File: src/rtl/tt_pkg.sv
// Shared definitions for the truth-table sweep controller.
package tt_pkg;

    localparam int NUM_CODES = 8;
    localparam int CODE_W    = 3;

    typedef enum logic [1:0] {
        ST_IDLE = 2'd0,
        ST_RUN  = 2'd1,
        ST_FIN  = 2'd2
    } state_t;

endpackage

File: src/rtl/tt_eval.sv
// Combinational truth-table evaluator: f is 1 for codes 0, 4, 6 and 7.
module tt_eval
    import tt_pkg::*;
(
    input  logic [CODE_W-1:0] code,
    output logic              f
);

    // Decode the 3-bit code into the function output.
    always_comb begin
        f = 1'b0;
        case (code)
            3'd0, 3'd4, 3'd6, 3'd7: f = 1'b1;
            default:                f = 1'b0;
        endcase
    end

endmodule

File: src/rtl/tt_sweep_ctrl.sv
// Sweep controller: applies codes 0..7 to the evaluator, holds each for
// DWELL cycles, captures the response mask and compares it with the
// expected mask latched at start.
//
// state | meaning
// ------+-----------------------------------------------------------
// IDLE  | waiting for start; results of the last sweep are held
// RUN   | stepping codes, sampling f on the last dwell cycle of each
// FIN   | one-cycle done pulse, mismatch valid; back to IDLE next
module tt_sweep_ctrl
    import tt_pkg::*;
#(
    parameter int DWELL = 1
) (
    input  logic              clk,
    input  logic              rst_n,
    input  logic              start,
    input  logic              abort,
    input  logic [7:0]        expect_i,
    output logic [CODE_W-1:0] code_o,
    output logic              f_o,
    output logic [7:0]        mask_o,
    output logic [3:0]        ones_o,
    output logic              busy,
    output logic              done,
    output logic              mismatch
);

    localparam logic [7:0]        DWELL_LAST = 8'(DWELL - 1);
    localparam logic [CODE_W-1:0] CODE_LAST  = CODE_W'(NUM_CODES - 1);

    state_t              state_q, state_d;
    logic [7:0]          dwell_q, dwell_d;
    logic [7:0]          exp_q, exp_d;
    logic [CODE_W-1:0]   code_d;
    logic [7:0]          mask_d;
    logic [7:0]          mask_samp;
    logic [3:0]          ones_d;
    logic                busy_d, done_d, mism_d;

    tt_eval u_eval (
        .code (code_o),
        .f    (f_o)
    );

    // Next-state and next-output decode; every output is registered below.
    always_comb begin
        state_d   = state_q;
        dwell_d   = dwell_q;
        exp_d     = exp_q;
        code_d    = code_o;
        mask_d    = mask_o;
        ones_d    = ones_o;
        busy_d    = 1'b0;
        done_d    = 1'b0;
        mism_d    = mismatch;
        mask_samp = mask_o;
        mask_samp[code_o] = f_o;

        case (state_q)
            ST_IDLE: begin
                if (abort) begin
                    // abort wins over start and clears held results
                    code_d = '0;
                    mask_d = '0;
                    ones_d = '0;
                    mism_d = 1'b0;
                end else if (start) begin
                    state_d = ST_RUN;
                    code_d  = '0;
                    dwell_d = '0;
                    mask_d  = '0;
                    ones_d  = '0;
                    exp_d   = expect_i;
                    mism_d  = 1'b0;
                    busy_d  = 1'b1;
                end
            end
            ST_RUN: begin
                busy_d = 1'b1;
                if (abort) begin
                    state_d = ST_IDLE;
                    busy_d  = 1'b0;
                    code_d  = '0;
                    dwell_d = '0;
                    mask_d  = '0;
                    ones_d  = '0;
                    mism_d  = 1'b0;
                end else if (dwell_q == DWELL_LAST) begin
                    mask_d = mask_samp;
                    ones_d = ones_o + {3'b000, f_o};
                    if (code_o == CODE_LAST) begin
                        // final sample: compare the complete mask on the way into FIN
                        state_d = ST_FIN;
                        busy_d  = 1'b0;
                        done_d  = 1'b1;
                        mism_d  = (mask_samp != exp_q);
                    end else begin
                        code_d  = code_o + 1'b1;
                        dwell_d = '0;
                    end
                end else begin
                    dwell_d = dwell_q + 8'd1;
                end
            end
            ST_FIN: begin
                state_d = ST_IDLE;
            end
            default: begin
                state_d = ST_IDLE;
            end
        endcase
    end

    // State and output registers with synchronous active-low reset.
    always_ff @(posedge clk) begin
        if (!rst_n) begin
            state_q  <= ST_IDLE;
            dwell_q  <= '0;
            exp_q    <= '0;
            code_o   <= '0;
            mask_o   <= '0;
            ones_o   <= '0;
            busy     <= 1'b0;
            done     <= 1'b0;
            mismatch <= 1'b0;
        end else begin
            state_q  <= state_d;
            dwell_q  <= dwell_d;
            exp_q    <= exp_d;
            code_o   <= code_d;
            mask_o   <= mask_d;
            ones_o   <= ones_d;
            busy     <= busy_d;
            done     <= done_d;
            mismatch <= mism_d;
        end
    end

endmodule

File: config.mk
export PLATFORM = sky130hd
export DESIGN_NAME = tt_sweep_ctrl
export DESIGN_NICKNAME = d
export VERILOG_FILES = /design/src/rtl/tt_pkg.sv /design/src/rtl/tt_eval.sv /design/src/rtl/tt_sweep_ctrl.sv
export SDC_FILE = /design/constraint.sdc
export NUM_CORES = 1
export LEC_CHECK = 0
export CAP_MARGIN = 20
export CELL_PAD_IN_SITES_DETAIL_PLACEMENT = 0
export CELL_PAD_IN_SITES_GLOBAL_PLACEMENT = 1
export CORE_UTILIZATION = 39
export CTS_CLUSTER_SIZE = 10
export DETAILED_ROUTE_END_ITERATION = 6
export GPL_TIMING_DRIVEN = 0
export PLACE_DENSITY_LB_ADDON = 0.12
export SLEW_MARGIN = 15
export SYNTH_ARGS = -nofsm -noshare
export SYNTH_HDL_FRONTEND = slang
export SYNTH_SLANG_ARGS = --single-unit
File: constraint.sdc
create_clock -name clk -period 3.7 [get_ports clk]
set_input_delay 0.74 -clock clk [delete_from_list [all_inputs] [get_ports clk]]
set_output_delay 0.74 -clock clk [all_outputs]
set_load 0.05 [all_outputs]
==> out/metrics.yaml, run 1 <==
run_status:
  status: "finished, final reports clean"
route:
  drtPass1Iterations: 5
  drt_wl_total_um: 4220
  drc: 0
  drtIter0Drc: 97
  drtAntennaViolNets: 0
  vias: 1609
  viasPerCell: 5.28
  avgRoutedWirePerCell_um: 13.8
synth:
  synth_seq_cells: 36
  synthTopCellsByArea: "dfxtp_1 40%, a21oi_1 6.3%, nand2_1 5.6%, nor2_1 4.5%, ha_1 4.1%"
  yosys.area.top_type: "dfxtp_1"
  netlist_area_um2: 1820
  syn_inst: 216
  ys.warnings.count: 0
  synthFlopType: "dfxtp_1"
  syn_avg_cell_area_um2: 8.41
  synth_cell_type_count: 47
  synth_edf_count: 0
  seq_area_frac_synth: 0.397
  syn-num-nets: 234
  synth_top_area_share: 0.397
  ys_async_sr_fraction: 0
worst_setup_path:
  worst_ep_required_time_ns: 2.96
  startpoint_type: "register"
  reg2reg_slack_ns: 1.73
  critPathMaxFanout: 10
  worstPathCellList: "clkbuf_1 > a21o_1 > clkdlybuf4s50_1"
  slowest_stage: "clkdlybuf4s50_1"
  end_kind: "output port"
  max_stage_delay_ns: 0.80
  path_delay_family: "buffers and inverters"
  crit_type: "reg2out"
  worstPathArrival_ns: 2.17
  crit_buf_inv: 2
die:
  die_area_um2: 4940
  io_pins: 31
  rows: 24
  initial_core_util: 0.412
  die_w_um: 70.3
  core_region_area_um2: 4410
  die_h_um: 70.3
clock_tree:
  cts_made_buffers: 5
  cts.sinks: 36
  cts_max_level: 2
  cts_tree: "yes"
  hold_buffers: 0
  post_cts_resize_count: 0
  cts_setup_buffers: 0
  clk_latency_ns: 0.29
  cts_buffer_depth: 2
  cts_root_buffer: "clkbuf_8"
  clkTransAtPathRegs_ns: 0.07
pwr:
  powerDensity_nw_per_um2: 334
  peakVddDrop_uv: 205
  leakage_uw: 0.000840
global_routing:
  grt_antenna_before_repair: 0
  grt_pass1_wl_um: 7070
  first_global_vias: 1444
  overflow: 0
  track_usage: 0.182
  grt_max_degree: 12
sta:
  fin_crit_sh: 0.786
  setup_viol: 0
  worst_slack_ns: 0.793
  finalHoldViolations: 0
  skew_ns: 0.00298
  worst_slew_pin_slew_ns: 0.757
  fmax_mhz: 344
  setup_tns_ns: 0
  finalMaxSlewViolations: 0
  slew_headroom: 0.494
  period_minus_slack_ns: 2.91
  rsz0062_at_grt: "no"
run:
  cap_violations: 0
placed_design:
  pre_cts_ws_ns: 0.965
  port_buffers: 29
  gp_congestion: 0.837
  hpwl_um: 3280
layout:
  final_common_cell: "dfxtp_1"
  diodes: 0
  layout.nets: 270
  area_delta_synth_final_pct: 24.7
  final_layout_size_suffix_gt1_frac: 0.0870
  final_util: 0.513
  most-common-layout-cells: "36 x dfxtp_1, 29 x clkdlybuf4s50_1, 27 x nand2_1"
hold_path:
  hold_class: "reg2reg"
## worst paths after layout
| check | startpoint | endpoint | cells after the start |
|---|---|---|---|
| hold reg to reg | mask_o[1] | mask_o[1] | 2 |
| setup / recovery | code_o[1] | f_o | 3 |
| setup reg to reg | dwell_q[0] | mask_o[2] | 6 |
| hold / removal | mask_o[1] | mask_o[1] | 2 |
## registers in the layout (all words and copies together), names as in the netlist
register	count
dwell_q	8
exp_q	8
mask_o	8
ones_o	4
code_o	3
state_q	2
busy	1
done	1
mismatch	1
## metrics by stage
step | power [uW] | instance area (um2) | hold slack (ns) | std cells
after floorplan | 451 | 1820 | 0.449 | 216
after global placement | 480 | 2170 | 0.462 | 297
after detailed placement | 480 | 2170 | 0.470 | 297
after CTS | 767 | 2260 | 0.480 | 305
after global routing | 790 | 2260 | 0.503 | 305
final | 757 | 2260 | 0.475 | 305
## cell type report
cell class	count	area [um2]
Buffer	8	33.8
Clock inverter	2	10.0
Sequential cell	36	721
Multi-Input combinational cell	165	1040
Timing Repair Buffer	29	290
Tap cell	52	65.1
Fill cell	456	2150
Inverter	7	26.3
Clock buffer	6	82.6
## logic make-up after synthesis
family | synth area share
fa+ha+maj | 0.0413
buf+inv | 0.0331
flops | 0.397
mux | 0.00551
xor+xnor | 0.0482
simple gates | 0.289
compound gates | 0.186
## cells in the mapped netlist (2+ instances only)
master,instances
a21oi_1,23
a22oi_1,3
a31oi_1,8
a41oi_1,2
and2_1,2
and3_1,3
buf_2,3
clkbuf_1,4
dfxtp_1,36
ha_1,6
inv_1,7
nand2_1,27
nand2b_1,2
nand3_1,11
nor2_1,22
nor2b_1,9
nor3_1,4
nor4b_2,2
o211ai_1,2
o21ai_0,3
o31ai_1,2
or3_1,2
xnor2_1,5
xor2_1,5
## layer usage
| layer | up-vias | GRT usage | wire length, um |
|---|---|---|---|
| met5 | - | 0 | 0 |
| met4 | 0 | 0.0400 | 17 |
| met3 | 2 | 0.0505 | 210 |
| met2 | 42 | 0.246 | 1710 |
| met1 | 729 | 0.281 | 2280 |
| li1 | 836 | - | - |
## worst register-to-register path, cell delays in order (launching register included)
cell,delay (ns)
dfxtp_1,0.32
inv_1,0.10
ha_1,0.18
or4b_4,0.49
o21ai_4,0.28
nand2_1,0.18
o311a_1,0.32
## power breakdown
part           leakage [uW]  switching [uW]  internal (uW)  total (uW)
clock             0.0000510             138            148         286
sequential         0.000291            6.01            394         400
combinational      0.000498            41.3           29.6        70.8
(Power assumes the default switching activity.)
==> inputs of run 2 (changes only) <==
--- a/config.mk
+++ b/config.mk
@@ -8,7 +8,7 @@
 export CAP_MARGIN = 20
 export CELL_PAD_IN_SITES_DETAIL_PLACEMENT = 0
 export CELL_PAD_IN_SITES_GLOBAL_PLACEMENT = 1
-export CORE_UTILIZATION = 39
+export CORE_UTILIZATION = 35
 export CTS_CLUSTER_SIZE = 10
 export DETAILED_ROUTE_END_ITERATION = 6
 export GPL_TIMING_DRIVEN = 0
==> constraint.sdc (replaced) <==
create_clock -name clk -period 2.6 [get_ports clk]
set_input_delay 0.52 -clock clk [delete_from_list [all_inputs] [get_ports clk]]
set_output_delay 0.52 -clock clk [all_outputs]
set_load 0.05 [all_outputs]
==> run 2 against run 1 <==
Against the previous run:
- register-to-register slack got worse by 1.1 ns
- sequential power increased by 42%
- first-iteration DRC count decreased by 3.1%
- largest power group unchanged
==> out/metrics.yaml, run 2 (synthesis gave the netlist of run 1 again) <==
sta:
  setup_viol: 0  # unchanged
  timing.hold.ws_ns: 0.469  # -0.00622 ns
  finalMaxSlewViolations: 0  # unchanged
  setup_tns_ns: 0  # unchanged
  slew_headroom: 0.468  # -0.0260
  skew_ns: 0.00481  # +0.00183 ns
  period_minus_slack_ns: 2.38
  fin_crit_sh: 0.915
  rsz0062_at_grt: "no"
  fmax_mhz: 420
  worst_slew_pin_slew_ns: 0.796  # +0.0390 ns
  finalHoldViolations: 0  # unchanged
placed_design:
  gp_congestion: 0.823  # -1.6%
  dpl_cell_area_um2: 2190  # +0.86%
  dp.cells: 312  # +5.1%
  hpwl_um: 3310  # +1.1%
  port_buffers: 29  # unchanged
route:
  drt_wl_total_um: 4380  # +3.8%
  drtPass1Iterations: 4  # -1
  vias: 1609  # unchanged
  drc: 0  # unchanged
  drtAntennaViolNets: 0  # unchanged
  viasPerCell: 5.04  # -4.4%
  drtIter0Drc: 94  # -3.1%
  avgRoutedWirePerCell_um: 13.7  # -0.79%
worst_setup_path:
  max_stage_delay_ns: 0.53  # -0.27 ns
  end_kind: "output port"
  critPathMaxFanout: 10  # unchanged
  worstPathArrival_ns: 1.86  # -0.31 ns
  crit_type: "reg2out"
  worstPathCellList: "clkbuf_1 > a21o_1 > dlygate4sd2_1"
  worst_ep_required_time_ns: 2.08  # -0.88 ns
  slowest_stage: "dlygate4sd2_1"
  startpoint_type: "register"
clock_tree:
  clk_latency_ns: 0.28  # about the same
  cts_max_level: 2  # unchanged
  cts_tree: "yes"
  clkTransAtPathRegs_ns: 0.07  # about the same
  cts_buffer_depth: 2  # unchanged
  cts.sinks: 36  # unchanged
  cts_setup_buffers: 0  # unchanged
  cts_made_buffers: 5  # unchanged
  cts_root_buffer: "clkbuf_8"
global_routing:
  grt_antenna_before_repair: 0  # unchanged
  track_usage: 0.179  # -0.00237
  first_global_vias: 1491  # +3.3%
  grt_max_degree: 11  # -1
  grt_pass1_wl_um: 7480  # +5.9%
  overflow: 0  # unchanged
die:
  die_w_um: 74.0  # +5.4%
  die_area_um2: 5480  # +11%
  core_region_area_um2: 4850  # +9.8%
  rows: 25  # +4.2%
  io_pins: 31  # unchanged
  initial_core_util: 0.375  # -0.0369
  die_h_um: 74.0  # +5.4%
layout:
  final_layout_size_suffix_gt1_frac: 0.0833  # -0.00362
  fin_area_um2: 2290  # +0.94%
  fin_cells: 319  # +4.6%
  final_common_cell: "dfxtp_1"
  most-common-layout-cells: "36 x dfxtp_1, 28 x clkdlybuf4s50_1, 27 x nand2_1"
  diodes: 0  # unchanged
  area_delta_synth_final_pct: 25.8
  layout.nets: 270  # unchanged
  top_regs: "dwell_q: 8 flops, exp_q: 8 flops, mask_o: 8 flops"
pwr:
  leakage_uw: 0.000837  # -0.31%
  power_uw: 1100  # +45%
  peakVddDrop_uv: 220  # +7.1%
  powerDensity_nw_per_um2: 482  # +44%
hold_path:
  hold_class: "reg2reg"
run_status:
  status: "finished, final reports clean"
run:
  cap_violations: 0  # unchanged
==> run 2: cell count changes in the layout (fill, tap and decap cells not counted) <==
cell	previous run	this run
clkbuf_8	6	7
clkdlybuf4s50_1	29	28
dlygate4sd2_1	0	1
clkinv_2	2	0
==> run 2: routing by layer <==
| layer | GRT usage | part of all wire |
|---|---|---|
| met1 | 0.265 | 0.53 |
| met3 | 0.0447 | 0.048 |
| met4 | 0.0449 | 0.0087 |
| met5 | 0 | 0 |
| met2 | 0.258 | 0.41 |
==> run 2: repair_timing <==
item	CTS	global route
hold buffers	0	0
resized for setup	1	0
setup endpoints to repair	1	0
==> run 2: final cells by class <==
type | count | area [um2]
fillers | 503 | 2560
multi-input cells | 165 | 1040
flip-flops and latches | 36 | 721
repair buffers | 29 | 289
clock buffers | 7 | 96.3
well taps | 67 | 83.8
plain buffers | 8 | 33.8
inverters | 7 | 26.3
==> run 2: power by group <==
| part | switching, uW | total (uW) | internal [uW] |
|---|---|---|---|
| logic | 59.9 | 102 | 41.9 |
| clock network | 195 | 431 | 236 |
| registers | 7.85 | 568 | 560 |
| total | 263 | 1100 | 838 |
==> run 2: critical path: cells and delay by family (launching register included) <==
family / cells / cell delay [ns]
buf+inv: 2 / 0.92
flops: 1 / 0.44
compound gates: 1 / 0.21
==> run 2: stage by stage <==
step	setup slack [ns]	utilization
6_report	0.220	0.471
4_1_cts	0.211	0.471
2_1_floorplan	0.317	-
3_5_place_dp	0.0972	0.452
3_3_place_gp	0.0924	0.452
5_1_grt	0.109	0.471
==> run 2: final timing paths <==
check,startpoint,endpoint,slack (ns),cells past startpoint
max,code_o[1],f_o,0.22,3
min,exp_q[7],exp_q[7],0.47,2
max reg2reg,dwell_q[0],mask_o[2],0.63,6
min reg2reg,exp_q[7],exp_q[7],0.47,2
==> inputs of run 3 (changes only) <==
--- a/config.mk
+++ b/config.mk
@@ -11,6 +11,7 @@
 export CORE_UTILIZATION = 35
 export CTS_CLUSTER_SIZE = 10
 export DETAILED_ROUTE_END_ITERATION = 6
+export GPL_ROUTABILITY_DRIVEN = 0
 export GPL_TIMING_DRIVEN = 0
 export PLACE_DENSITY_LB_ADDON = 0.12
 export SLEW_MARGIN = 15
==> results of run 3 <==
No change in the layout: final DEF, timing and power equal those of run 2.
